[src/rtl/cache_refill_ctrl.sv]
// cache_refill_ctrl: refill sequencer for one L1 cache bank.
//
// Accepts a miss from the bank and issues one line-read request to memory.
// It then streams BANK_NUM returned beats into the bank's refill write port
// and pulses finish_rd so the bank can mark the line valid.
//
// Ports
//   clk, rst                  clock, asynchronous active-high reset
//   miss_cache, addr_cache,   miss request, line-aligned miss address and
//   set_cache                 victim way from the bank
//   busy_rd                   refill in progress (REQ, DATA, DONE)
//   addr_rd, data_rd, wen_rd  bank refill write port for the current beat
//   set_rd                    latched victim way
//   finish_rd                 one-cycle pulse when the line is complete
//   mem_req, mem_addr,        line-read request to memory, held until grant
//   mem_gnt
//   mem_rvalid, mem_rdata     returned read beats, ascending word order
//   miss_count                refills completed since reset (wraps)
module cache_refill_ctrl #(
  parameter int unsigned ADDR_WIDTH = 64,
  parameter int unsigned DATA_WIDTH = 64,
  parameter int unsigned BANK_NUM   = 4
) (
  input  logic                  clk,
  input  logic                  rst,
  input  logic                  miss_cache,
  input  logic [ADDR_WIDTH-1:0] addr_cache,
  input  logic                  set_cache,
  output logic                  busy_rd,
  output logic [ADDR_WIDTH-1:0] addr_rd,
  output logic [DATA_WIDTH-1:0] data_rd,
  output logic                  wen_rd,
  output logic                  set_rd,
  output logic                  finish_rd,
  output logic                  mem_req,
  output logic [ADDR_WIDTH-1:0] mem_addr,
  input  logic                  mem_gnt,
  input  logic                  mem_rvalid,
  input  logic [DATA_WIDTH-1:0] mem_rdata,
  output logic [31:0]           miss_count
);

  localparam int unsigned BeatW     = $clog2(BANK_NUM);
  localparam int unsigned BeatBytes = DATA_WIDTH / 8;

  typedef enum logic [1:0] {StIdle, StReq, StData, StDone} state_e;

  state_e                  state_q;
  logic [ADDR_WIDTH-1:0]   base_q;
  logic                    way_q;
  logic [BeatW-1:0]        beat_q;
  logic [31:0]             count_q;
  logic                    busy_q;
  logic                    req_q;
  logic                    finish_q;
  logic [ADDR_WIDTH-1:0]   beat_off;

  // busy/req/finish are registered alongside the state so they track it exactly.
  always_ff @(posedge clk or posedge rst) begin
    if (rst) begin
      state_q  <= StIdle;
      base_q   <= '0;
      way_q    <= 1'b0;
      beat_q   <= '0;
      count_q  <= '0;
      busy_q   <= 1'b0;
      req_q    <= 1'b0;
      finish_q <= 1'b0;
    end else begin
      unique case (state_q)
        StIdle: begin
          if (miss_cache) begin
            base_q  <= addr_cache;
            way_q   <= set_cache;
            beat_q  <= '0;
            busy_q  <= 1'b1;
            req_q   <= 1'b1;
            state_q <= StReq;
          end
        end
        StReq: begin
          if (mem_gnt) begin
            req_q   <= 1'b0;
            state_q <= StData;
          end
        end
        StData: begin
          if (mem_rvalid) begin
            // beat wraps to 0 on the last beat, so DONE presents base again.
            beat_q <= beat_q + 1'b1;
            if (beat_q == BeatW'(BANK_NUM - 1)) begin
              finish_q <= 1'b1;
              state_q  <= StDone;
            end
          end
        end
        StDone: begin
          finish_q <= 1'b0;
          busy_q   <= 1'b0;
          count_q  <= count_q + 32'd1;
          state_q  <= StIdle;
        end
        default: state_q <= StIdle;
      endcase
    end
  end

  assign beat_off   = ADDR_WIDTH'(beat_q) * ADDR_WIDTH'(BeatBytes);
  assign addr_rd    = busy_q ? (base_q + beat_off) : '0;
  assign mem_addr   = req_q ? base_q : '0;
  assign wen_rd     = (state_q == StData) & mem_rvalid;
  assign data_rd    = wen_rd ? mem_rdata : '0;
  assign busy_rd    = busy_q;
  assign mem_req    = req_q;
  assign finish_rd  = finish_q;
  assign set_rd     = way_q;
  assign miss_count = count_q;

endmodule

[config.mk]
export PLATFORM = sky130hd
export DESIGN_NAME = cache_refill_ctrl
export DESIGN_NICKNAME = d
export VERILOG_FILES = /design/src/rtl/cache_refill_ctrl.sv
export SDC_FILE = /design/constraint.sdc
export NUM_CORES = 1
export LEC_CHECK = 0
export ABC_CLOCK_PERIOD_IN_PS = 3300
export CORE_ASPECT_RATIO = 0.75
export CORE_MARGIN = 3
export CORE_UTILIZATION = 36
export DETAILED_ROUTE_END_ITERATION = 16
export GPL_TIMING_DRIVEN = 0
export PLACE_DENSITY = 0.82
export SLEW_MARGIN = 20
export SYNTH_ARGS = -nofsm -noshare
export SYNTH_HDL_FRONTEND = slang
export SYNTH_SLANG_ARGS = --single-unit
[constraint.sdc]
create_clock -name clk -period 3.3 [get_ports clk]
set_clock_uncertainty 0.1 [all_clocks]
set_input_delay 0.66 -clock clk [delete_from_list [all_inputs] [get_ports clk]]
set_output_delay 0.66 -clock clk [all_outputs]
set_load 0.005 [all_outputs]
== After elaboration in Yosys (flattened, before gate mapping) ==
Cells that the tools add are included.
Cells by class
  reductions and logical operators: 11
  eq/ne operators: 8
  mux-type cells: 18
  bitwise logic cells: 1
  add/sub/neg operators: 3
Operators with widths (count)
  $mux 64: 3
  $add 64x5->64: 1
  $add 32x1->32 const B: 1
  $mux 2: 6
  $reduce_and 3->1: 3
  $ne 2x2->1 const B: 4
  $pmux 2 s4: 1
  $reduce_bool 2->1: 4
  $eq 2x2->1 const B: 3
  $pmux 1 s2: 3
  $mux 1: 4
  $pmux 2 s2: 1
  $reduce_and 2->1: 2
  $reduce_and 4->1: 1
  $add 2x1->2 const B: 1
  $eq 2x1->1 const B: 1
  $logic_not 2->1: 1
  $and 1x1->1: 1
Storage, ports and cells
  flip-flop bits (word level): 104
  bits of input ports: 134
  logic and storage cells: 49
  output and inout bits: 229

== Depth between registers and ports, before layout ==
Gate-level depths: netlist of run 1.
  word-level depth: 4
  depth in mapped cells: 8
  gate-level depth less buffers: 7

== Least setup slack after synthesis of run 1 ==
No wires, ideal clock.
  kind: register to output
  from: register beat_q[0]
  to: output addr_rd[59]
  cell stages (with the launch flop): 8
  setup slack: 514 ps
  arrival time: 2026 ps
  required time: 2540 ps
  path buffers: 0
  cell sequence: dfrtp_1 > ha_1 > fa_1 > nand4_1 > nor4_1 > nand2_1 > or4_1 > a21oi_1
On the way
  word-level cells in the longest chain between the ends: 2
RTL lines
  start: declaration: RTL line 51  | logic [BeatW-1:0] beat_q;
  start signal: assignment: RTL line 90  | beat_q <= beat_q + 1'b1;
  $add 64x5->64: RTL line 109  | assign addr_rd = busy_q ? (base_q + beat_off) : '0;
  $mux 64: RTL line 109
  end: declaration: RTL line 30  | output logic [ADDR_WIDTH-1:0] addr_rd,
No other way between the ends.

== Worst setup path after layout of run 1 ==
  from: register base_q[3]
  to: output addr_rd[59]
On the way
  word-level cells in the longest chain between the ends: 2
RTL lines
  start: declaration: RTL line 49  | logic [ADDR_WIDTH-1:0] base_q;
  start signal: assignment: RTL line 73  | base_q <= addr_cache;
  $add 64x5->64: RTL line 109
  $mux 64: RTL line 109
No other way between the ends.

==> results.txt, run 1 <==
Starting DRT DRC Count: 410
Fmax: 289.3 MHz
Worst skew pair latency: 0.35 ns
Top delay family on crit path: simple AND/OR/NAND/NOR gates
Final max-slew violation count: 0
Die H: 124.5 um
Register area: 2633 sq um
Ys Warns: 0
Endpoint class of the critical path: output pin
Per-cell routed wire length: 19.89 um
Worst slew pin tran: 0.7302 ns
Peak supply drop: 0.4133 mV
Worst hold path type: flop to flop
Crit Path Class: flop to output pin
# placed instances: 1,331
Pre-CTS setup slack: -0.9947 ns
Crit path to: addr_rd[59]
Pwr Total: 8.909 mW
Synthesized cell area: 6736 sq um
Dpl cell area: 10,730 sq um
CP max stage cell: or4_4
Post-synthesis sequential area ratio: 38.63%
CP startpoint: base_q[3]
Leakage: 4.944 nW
Setup TNS: -1.265 ns
CP required: 2.54 ns
Area taken by multi-input logic gates: 4287 sq um
RSZ-0062 raised after global routing: yes
Area leader, netlist: dfrtp_1
Standard-cell rows: 42
TritonRoute pass-1 iters: 5
Via Count: 7,426
Pin count of the biggest net entering global routing: 31
Layout cells sized above 1: 24.72%
Clock root buffer: clkbuf_16
Worst-path maximum fanout: 8
Detailed placement HPWL: 20.37 mm
Vias in the first global route: 7,073
CTS clk-pin slew, worst paths: 0.08 ns
R2R setup slack: 0.55 ns
Worst EP arrival: 2.70 ns
Syn Inst Count: 724
Fin. Hold Viols: 0
Worst slew margin relative to its limit: 51.32%
Final Setup Violations: 15
R2R cell count: 6
CTS Buffer Depth: 2
Share of the synthesized area in the top cell type: 38.63%
Cts bufs inserted: 9
Final worst slack: -0.1562 ns
DRC Markers: 0
First-pass GRT wire length: 41.03 mm
Pwr per Cell Area: 755.9 nW/um^2
Initial antenna violation count: 2
CTS tree: yes
Worst hold path startpoint: miss_count[31]
Final Critical Period: 3.456 ns
Register bit total from synthesis: 104
Worst hold slack: 0.3763 ns
# Max-Cap Violations: 0
Final nets: 1,300
FF-to-FF End: base_q[12]
I/O Pins: 363
Outcome: finished with violations
Unique masters post-synth: 46
RR Startpoint: state_q[0]
Gr ovfl total: 0
# fillers: 1,433
Worst path bufs/invs: 3
Hold path cells: 1
Final core utilization: 65.57%
Most frequent CP cell: buf_6
Initial core utilization: 37.48%
Gr usage total: 25.68%
Max incr delay on CP: 0.44 ns
Fin area: 11,790 sq um
Die X: 164.0 um
Most frequent cells in the layout: clkdlybuf4s50_1, dfrtp_1, and3_1
Post-Route WL: 27.91 mm
N_diodes: 0
P&R area growth vs syn: 74.94%
Post-CTS Hold Fix Bufs: 0
CP Cell Sequence: ha_4 -> fa_2 -> nand4_1 -> nor4_4 -> buf_6 -> buf_6 -> nand2_4 -> or4_4 -> a21oi_2 -> buf_2
Avg Inst Size Synth: 9.305 sq um
Layout Cells excl Fill: 1,403
Leading post-synthesis cells by cell area: dfrtp_1, mux2_2, and3_1
Worst Setup Start Kind: flop
Synth Flop Type: dfrtp_1
Net Count, Synth: 867
EDFF count, synth: 0
Clk sinks: 104
Asr flop ratio synth: 100.0%
Die area: 20,410 sq um
Htree depth: 3
Core Area: 17,970 sq um
IO Port Bufs: 362
Failing checks: negative setup slack
Final period util: 104.7%
Critical Path Stages: 10
Post-DRT Antenna Nets: 0
Vias per cell: 5.293
RePlAce Congestion: 0.8642
Commonest non-fill, non-tap cell in the layout: clkdlybuf4s50_1
[cells in the mapped netlist (4+ instances only)]
library cell	n
o31ai_1	15
or3_1	15
or4_1	15
a21oi_1	31
nor2_1	46
nand4_1	30
nand3_1	30
nand2_1	36
nor2b_1	4
clkbuf_1	44
xor2_1	30
dfrtp_1	104
and3_1	72
xnor2_1	30
o21ai_0	19
and4_1	11
mux2_2	66
inv_1	14
and2_1	70
ha_1	8
[worst min-delay path by stage]
stage	end
finish	miss_count[31]
global route	miss_count[31]
CTS	miss_count[31]
detailed placement	miss_count[31]
global placement	miss_count[31]
floorplan	miss_count[31]
[kinds of logic (layout without fill, tap and decap cells)]
kind of cell               after synthesis  in the layout  share of synthesized area (%)
DFF                                    104            104                          38.63
buffers and inverters                   62            499                          3.603
xor gates and xnor gates                60             60                          7.801
and+or+nand+nor                        346            346                          30.28
adders and majority gates                9              9                          1.783
muxes                                   68             68                          11.33
AOI/OAI and AO/OA                       75             75                          6.575
[power by group]
part	switching (mW)	internal (mW)
Sequential	0.743	1.78
Combinational	2.30	3.05
Clock	0.522	0.520
[per-layer routing]
metal  part of all wire (%)  GRT usage [%]
met2                     47          41.51
met4                    1.5          4.724
met3                    8.9          8.012
met1                     42          34.15
met5                  0.090              0
[flip-flops by register name, summed over array words and instances, names as in the netlist]
name        count
base_q         64
miss_count     32
beat_q          2
state_q         2
busy_rd         1
finish_rd       1
mem_req         1
set_rd          1
[worst reg2reg max path, cell delays in order, from the launching register on]
cell,delay [ns]
dfrtp_1,0.40
inv_1,0.08
ha_1,0.30
nand2_1,0.17
clkbuf_1,0.57
clkbuf_1,0.60
mux2_2,0.42
[layout make-up]
cell class | count | share of cell area [%]
Multi-Input combinational cell | 558 | 36.37
Sequential cell | 104 | 22.34
Inverter | 14 | 0.4778
Clock inverter | 6 | 0.4247
Timing Repair Buffer | 424 | 33.90
Tap cell | 242 | 2.569
Buffer | 46 | 2.007
Clock buffer | 9 | 1.911
[repair_timing]
action,in CTS,in global routing
endpoints found under the setup margin,68,80
setup buffers,35,24
resized for setup,213,91
pin swaps,37,32
gates cloned,0,1
Note: power is estimated with default switching activity, not from simulation.
==> run 2, diff against run 1 <==
--- a/config.mk
+++ b/config.mk
@@ -12,6 +12,7 @@
 export DETAILED_ROUTE_END_ITERATION = 16
 export GPL_TIMING_DRIVEN = 0
 export PLACE_DENSITY = 0.82
+export RECOVER_POWER = 25
 export SLEW_MARGIN = 20
 export SYNTH_ARGS = -nofsm -noshare
 export SYNTH_HDL_FRONTEND = slang
==> run 2 against run 1 <==
Net effect: first-iteration DRC count up 6.3%; register-to-register slack improved by 0.02 ns; design area fell by 0.23%; flip-flop and latch count did not move; routed wire length is 0.13% higher; die area is the same; non-clock buffer count unchanged; worst hold slack about the same; global-route usage is the same; the run still ends with negative setup slack left; cell count unchanged; combinational power about the same.
==> results.txt, run 2 (same netlist as run 1, synthesis figures left out) <==
Area taken by multi-input logic gates: 4287 sq um
Post-CTS Hold Fix Bufs: 0
Failing checks: negative setup slack
Final period util: 104.8%
Most frequent CP cell: buf_6
Max incr delay on CP: 0.44 ns
Worst slew margin relative to its limit: 2.865%
Detailed placement HPWL: 20.37 mm
Worst hold slack: 0.3758 ns
Vias in the first global route: 7,073
I/O Pins: 363
Layout cells sized above 1: 24.46%
Top layer in use: met5
Standard-cell rows: 42
Post-Route WL: 27.94 mm
CP Cell Sequence: ha_4 -> fa_2 -> nand4_1 -> nor4_4 -> buf_6 -> buf_6 -> nand2_4 -> or4_4 -> a21oi_2 -> buf_2
# fillers: 1,439
Cts bufs inserted: 9
Crit Path Class: flop to output pin
RSZ-0062 raised after global routing: yes
Final worst slack: -0.1568 ns
# Max-Cap Violations: 0
Largest Register: base_q
Vias per cell: 5.307
Pin count of the biggest net entering global routing: 31
Final Critical Period: 3.457 ns
P&R area growth vs syn: 74.54%
Gr ovfl total: 0
Worst EP arrival: 2.70 ns
Post-DRT Antenna Nets: 0
Per-cell routed wire length: 19.92 um
Max reg flops: 64
Worst Setup Start Kind: flop
Dpl cell area: 10,730 sq um
Most frequent cells in the layout: clkdlybuf4s50_1, dfrtp_1, and3_1
CTS Buffer Depth: 2
Final Setup Violations: 16
Endpoint class of the critical path: output pin
IO Port Bufs: 362
Detail Route met2 WL: 13.25 mm
Die H: 124.5 um
Fmax: 289.3 MHz
Pwr per Cell Area: 757.2 nW/um^2
CP max stage cell: or4_4
Starting DRT DRC Count: 436
Outcome: finished with violations
Fin area: 11,760 sq um
Die area: 20,410 sq um
N_diodes: 0
Initial core utilization: 37.48%
Initial antenna violation count: 2
Via Count: 7,446
CP startpoint: base_q[3]
TritonRoute pass-1 iters: 8
Pre-CTS setup slack: -0.9947 ns
Htree depth: 3
Routed wl met3: 2.572 mm
RePlAce Congestion: 0.8642
Commonest non-fill, non-tap cell in the layout: clkdlybuf4s50_1
CP required: 2.54 ns
Worst hold path startpoint: miss_count[31]
DRC Markers: 0
Peak supply drop: 0.4134 mV
Met1 WL: 11.69 mm
Die X: 164.0 um
Clk sinks: 104
Worst hold path type: flop to flop
Pwr Total: 8.902 mW
Clock root buffer: clkbuf_16
Worst slew pin tran: 1.457 ns
CTS tree: yes
Worst skew pair latency: 0.35 ns
Register area: 2631 sq um
First-pass GRT wire length: 41.03 mm
Leakage: 4.949 nW
Fin. Hold Viols: 0
RR Startpoint: state_q[0]
Final nets: 1,300
Worst-path maximum fanout: 8
Core Area: 17,970 sq um
CTS clk-pin slew, worst paths: 0.08 ns
Gr usage total: 25.68%
Final max-slew violation count: 0
Final core utilization: 65.42%
run 2: cell types whose count changed in the layout (fill, tap and decap cells not counted):
cell             change
buf_12               -3
buf_6                +1
clkdlybuf4s50_1      -1
clkinvlp_2           +1
clkinvlp_4           -1
dfrtp_1              +1
dfrtp_2              -1
dlygate4sd3_1        +1
dlymetal6s4s_1       +2
run 2: worst paths after layout:
| check | to | slack [ns] | depth (start not counted) |
|---|---|---|---|
| max in group asynchronous | base_q[26] | 0.34 | 4 |
| worst min-delay path | miss_count[31] | 0.38 | 1 |
| worst min register to register | miss_count[31] | 0.38 | 1 |
| worst max register to register | base_q[12] | 0.57 | 6 |
| min in group asynchronous | base_q[15] | 0.76 | 2 |
| worst max-delay path | addr_rd[59] | -0.16 | 10 |
run 2: area by class of cell:
cell class                      count  area share, %
Multi-Input combinational cell    558          36.46
Timing Repair Buffer              424          33.78
Sequential cell                   104          22.38
Tap cell                          242          2.575
Buffer                             46          2.011
Clock buffer                        9          1.916
Inverter                           14         0.4576
Clock inverter                      6         0.4257
run 2: critical path, delay by kind of cell (launching register included):
kind	cells	cell delay, ns
AO/OA/AOI/OAI	1	0.17
buffers and inverters	3	0.42
adder cells (fa/ha/maj)	2	0.38
flip-flops	1	0.42
AND/OR/NAND/NOR	4	0.96
run 2: stage by stage:
step	instances	TNS [ns]
after detailed placement	1331	-25.45
after global placement	1328	-23.59
after CTS	1380	-3.232
after floorplan	724	0
final	1403	-1.315
after global routing	1403	-5.127
run 2: routing by layer:
metal / global-route usage, % / vias up
met5: 0 / -
met4: 4.724 / 4
met3: 8.012 / 39
met2: 41.51 / 355
met1: 34.15 / 3603
li1: - / 3445
run 2: repair_timing:
item	4_1_cts	5_1_grt
cloned	0	1
pin swaps	37	32
resized for setup	213	91
endpoints found under the setup margin	68	80
buffers inserted	35	24
run 2: power breakdown:
part	leakage, nW	total, mW	internal (mW)	switching (mW)
combinational	3.55	5.33	3.04	2.29
clock	0.129	1.05	0.520	0.526
sequential	1.27	2.53	1.78	0.746
total	4.95	8.90	5.34	3.56
==> run 3, diff against run 2 <==
--- a/config.mk
+++ b/config.mk
@@ -5,14 +5,15 @@
 export SDC_FILE = /design/constraint.sdc
 export NUM_CORES = 1
 export LEC_CHECK = 0
-export ABC_CLOCK_PERIOD_IN_PS = 3300
+export ABC_CLOCK_PERIOD_IN_PS = 3700
 export CORE_ASPECT_RATIO = 0.75
 export CORE_MARGIN = 3
-export CORE_UTILIZATION = 36
+export CORE_UTILIZATION = 40
 export DETAILED_ROUTE_END_ITERATION = 16
 export GPL_TIMING_DRIVEN = 0
-export PLACE_DENSITY = 0.82
+export PLACE_DENSITY = 0.86
 export RECOVER_POWER = 25
+export SETUP_SLACK_MARGIN = 0.3
 export SLEW_MARGIN = 20
 export SYNTH_ARGS = -nofsm -noshare
 export SYNTH_HDL_FRONTEND = slang
==> constraint.sdc (replaced) <==
create_clock -name clk -period 3.7 [get_ports clk]
set_clock_uncertainty 0.1 [all_clocks]
set_input_delay 0.74 -clock clk [delete_from_list [all_inputs] [get_ports clk]]
set_output_delay 0.74 -clock clk [all_outputs]
set_load 0.005 [all_outputs]
==> run 3 against run 2 <==
Net effect: the run ends with max-capacitance violations, max-slew violations left; flip-flop and latch count stayed put; routed wire length is 3.9% higher; design area is 0.93% higher; sequential power is 13% lower; utilization is 7.5 points higher; sequential share of layout area is 0.26 points lower; highest routed layer is now met4; worst hold slack better by 0.018 ns; register-to-register slack better by 0.46 ns; first-iteration DRC count is 20% higher.
==> results.txt, run 3 (same netlist as run 1, synthesis figures left out) <==
Starting DRT DRC Count: 524
Clock power frac: 12.3%
Comb pwr share: 60.7%
Worst skew pair latency: 0.36 ns
Pin count of the biggest net entering global routing: 34
Clock root buffer: clkbuf_16
Final nets: 1,316
TritonRoute pass-1 iters: 5
Outcome: finished with violations
Setup TNS: 0 ns
Final max-slew violation count: 26
Crit Path Class: flop to output pin
Worst-path maximum fanout: 4
Worst hold slack: 0.3935 ns
N_diodes: 0
Post-Route WL: 29.02 mm
IO Port Bufs: 362
Most frequent cells in the layout: clkdlybuf4s50_1, dfrtp_1, and3_1
Htree depth: 3
Failing checks: max-capacitance violations, max-slew violations
Max reg flops: 64
CP required: 2.86 ns
Worst path bufs/invs: 4
# Max-Cap Violations: 1
CTS tree: yes
CP Cell Sequence: ha_4 -> fa_2 -> nand4_1 -> nor4_4 -> buf_6 -> buf_4 -> nand3_4 -> buf_12 -> or3_1 -> a21oi_1 -> buf_2
Standard-cell rows: 40
Initial core utilization: 41.42%
Pwr per Cell Area: 682.2 nW/um^2
# placed instances: 1,299
Fmax: 281.8 MHz
Largest Register: base_q
Register share of total power: 27.0%
Core Area: 16,270 sq um
Clk sinks: 104
Initial antenna violation count: 0
Final core utilization: 72.95%
Final Setup Violations: 0
Gr ovfl total: 0
Register area: 2625 sq um
Per-cell routed wire length: 20.91 um
First-pass GRT wire length: 41.91 mm
Endpoint class of the critical path: output pin
Net Sw Power: 3.257 mW
Worst EP arrival: 2.71 ns
Layout cells sized above 1: 24.70%
Fin. Hold Viols: 0
# fillers: 1,148
Final Critical Period: 3.548 ns
Int Power: 4.838 mW
Worst slew pin tran: 1.656 ns
Peak supply drop: 0.2877 mV
CTS Buffer Depth: 2
DRC Markers: 0
Leakage: 5.087 nW
R2R setup slack: 1.03 ns
Fin area: 11,870 sq um
Die H: 118.4 um
Dpl cell area: 10,690 sq um
Top delay family on crit path: simple AND/OR/NAND/NOR gates
Post-CTS Hold Fix Bufs: 0
Post-DRT Antenna Nets: 0
Die area: 18,450 sq um
Via Count: 7,588
Layout Cells excl Fill: 1,388
Gr usage total: 29.03%
P&R area growth vs syn: 76.15%
RSZ-0062 raised after global routing: yes
Vias per cell: 5.467
Worst Setup Start Kind: flop
Detailed placement HPWL: 20.35 mm
Final period util: 95.90%
RePlAce Congestion: 0.8826
Worst slew margin relative to its limit: -10.43%
Area taken by multi-input logic gates: 4240 sq um
Die X: 155.9 um
Cts bufs inserted: 9
Max incr delay on CP: 0.41 ns
Worst hold path type: flop to flop
Vias in the first global route: 7,274
I/O Pins: 363
CTS clk-pin slew, worst paths: 0.08 ns
Commonest non-fill, non-tap cell in the layout: clkdlybuf4s50_1
Switching Fraction: 40.23%
CP max stage cell: dfrtp_1
[run 3: metrics by stage]
stage / setup slack, ns / total power, mW
floorplan: 0.8344 / 3.951
global placement: -0.6482 / 6.591
detailed placement: -0.7062 / 6.694
CTS: 0.04043 / 7.920
global route: -0.05241 / 8.574
finish: 0.1519 / 8.095
[run 3: path summary, 6_finish.rpt]
kind,startpoint,endpoint,cells after the start
min,miss_count[21],miss_count[21],1
min in group asynchronous,rst,miss_count[30],2
max,base_q[3],addr_rd[37],11
max reg2reg,state_q[0],base_q[13],6
max in group asynchronous,rst,base_q[4],3
min reg2reg,miss_count[21],miss_count[21],1
[run 3: power groups by stage]
stage	sequential (mW)	combinational (mW)	clock [mW]
after CTS	2.14	4.77	1.01
after global routing	2.25	5.26	1.06
final	2.19	4.91	0.998
after global placement	2.18	4.41	0
after detailed placement	2.21	4.48	0
after floorplan	2.01	1.94	0
[run 3: timing repair]
item                       4_1_cts  5_1_grt
resized for setup              183      107
pin swaps                       42       39
setup buffers                   52       20
gates cloned                     0        1
setup endpoints to repair       66       90
[run 3: layer usage]
layer	track usage, %	vias up	part of all wire (%)
met5	0	-	0
met4	8.274	0	2.4
met3	10.98	55	10
met2	47.95	409	48
met1	35.33	3654	39
li1	-	3470	-
[run 3: layout make-up]
class	instances	area share [%]
Buffer	48	2.088
Clock buffer	9	1.898
Clock inverter	7	0.5799
Inverter	14	0.4534
Multi-Input combinational cell	558	35.73
Sequential cell	104	22.12
Tap cell	210	2.214
Timing Repair Buffer	438	34.91
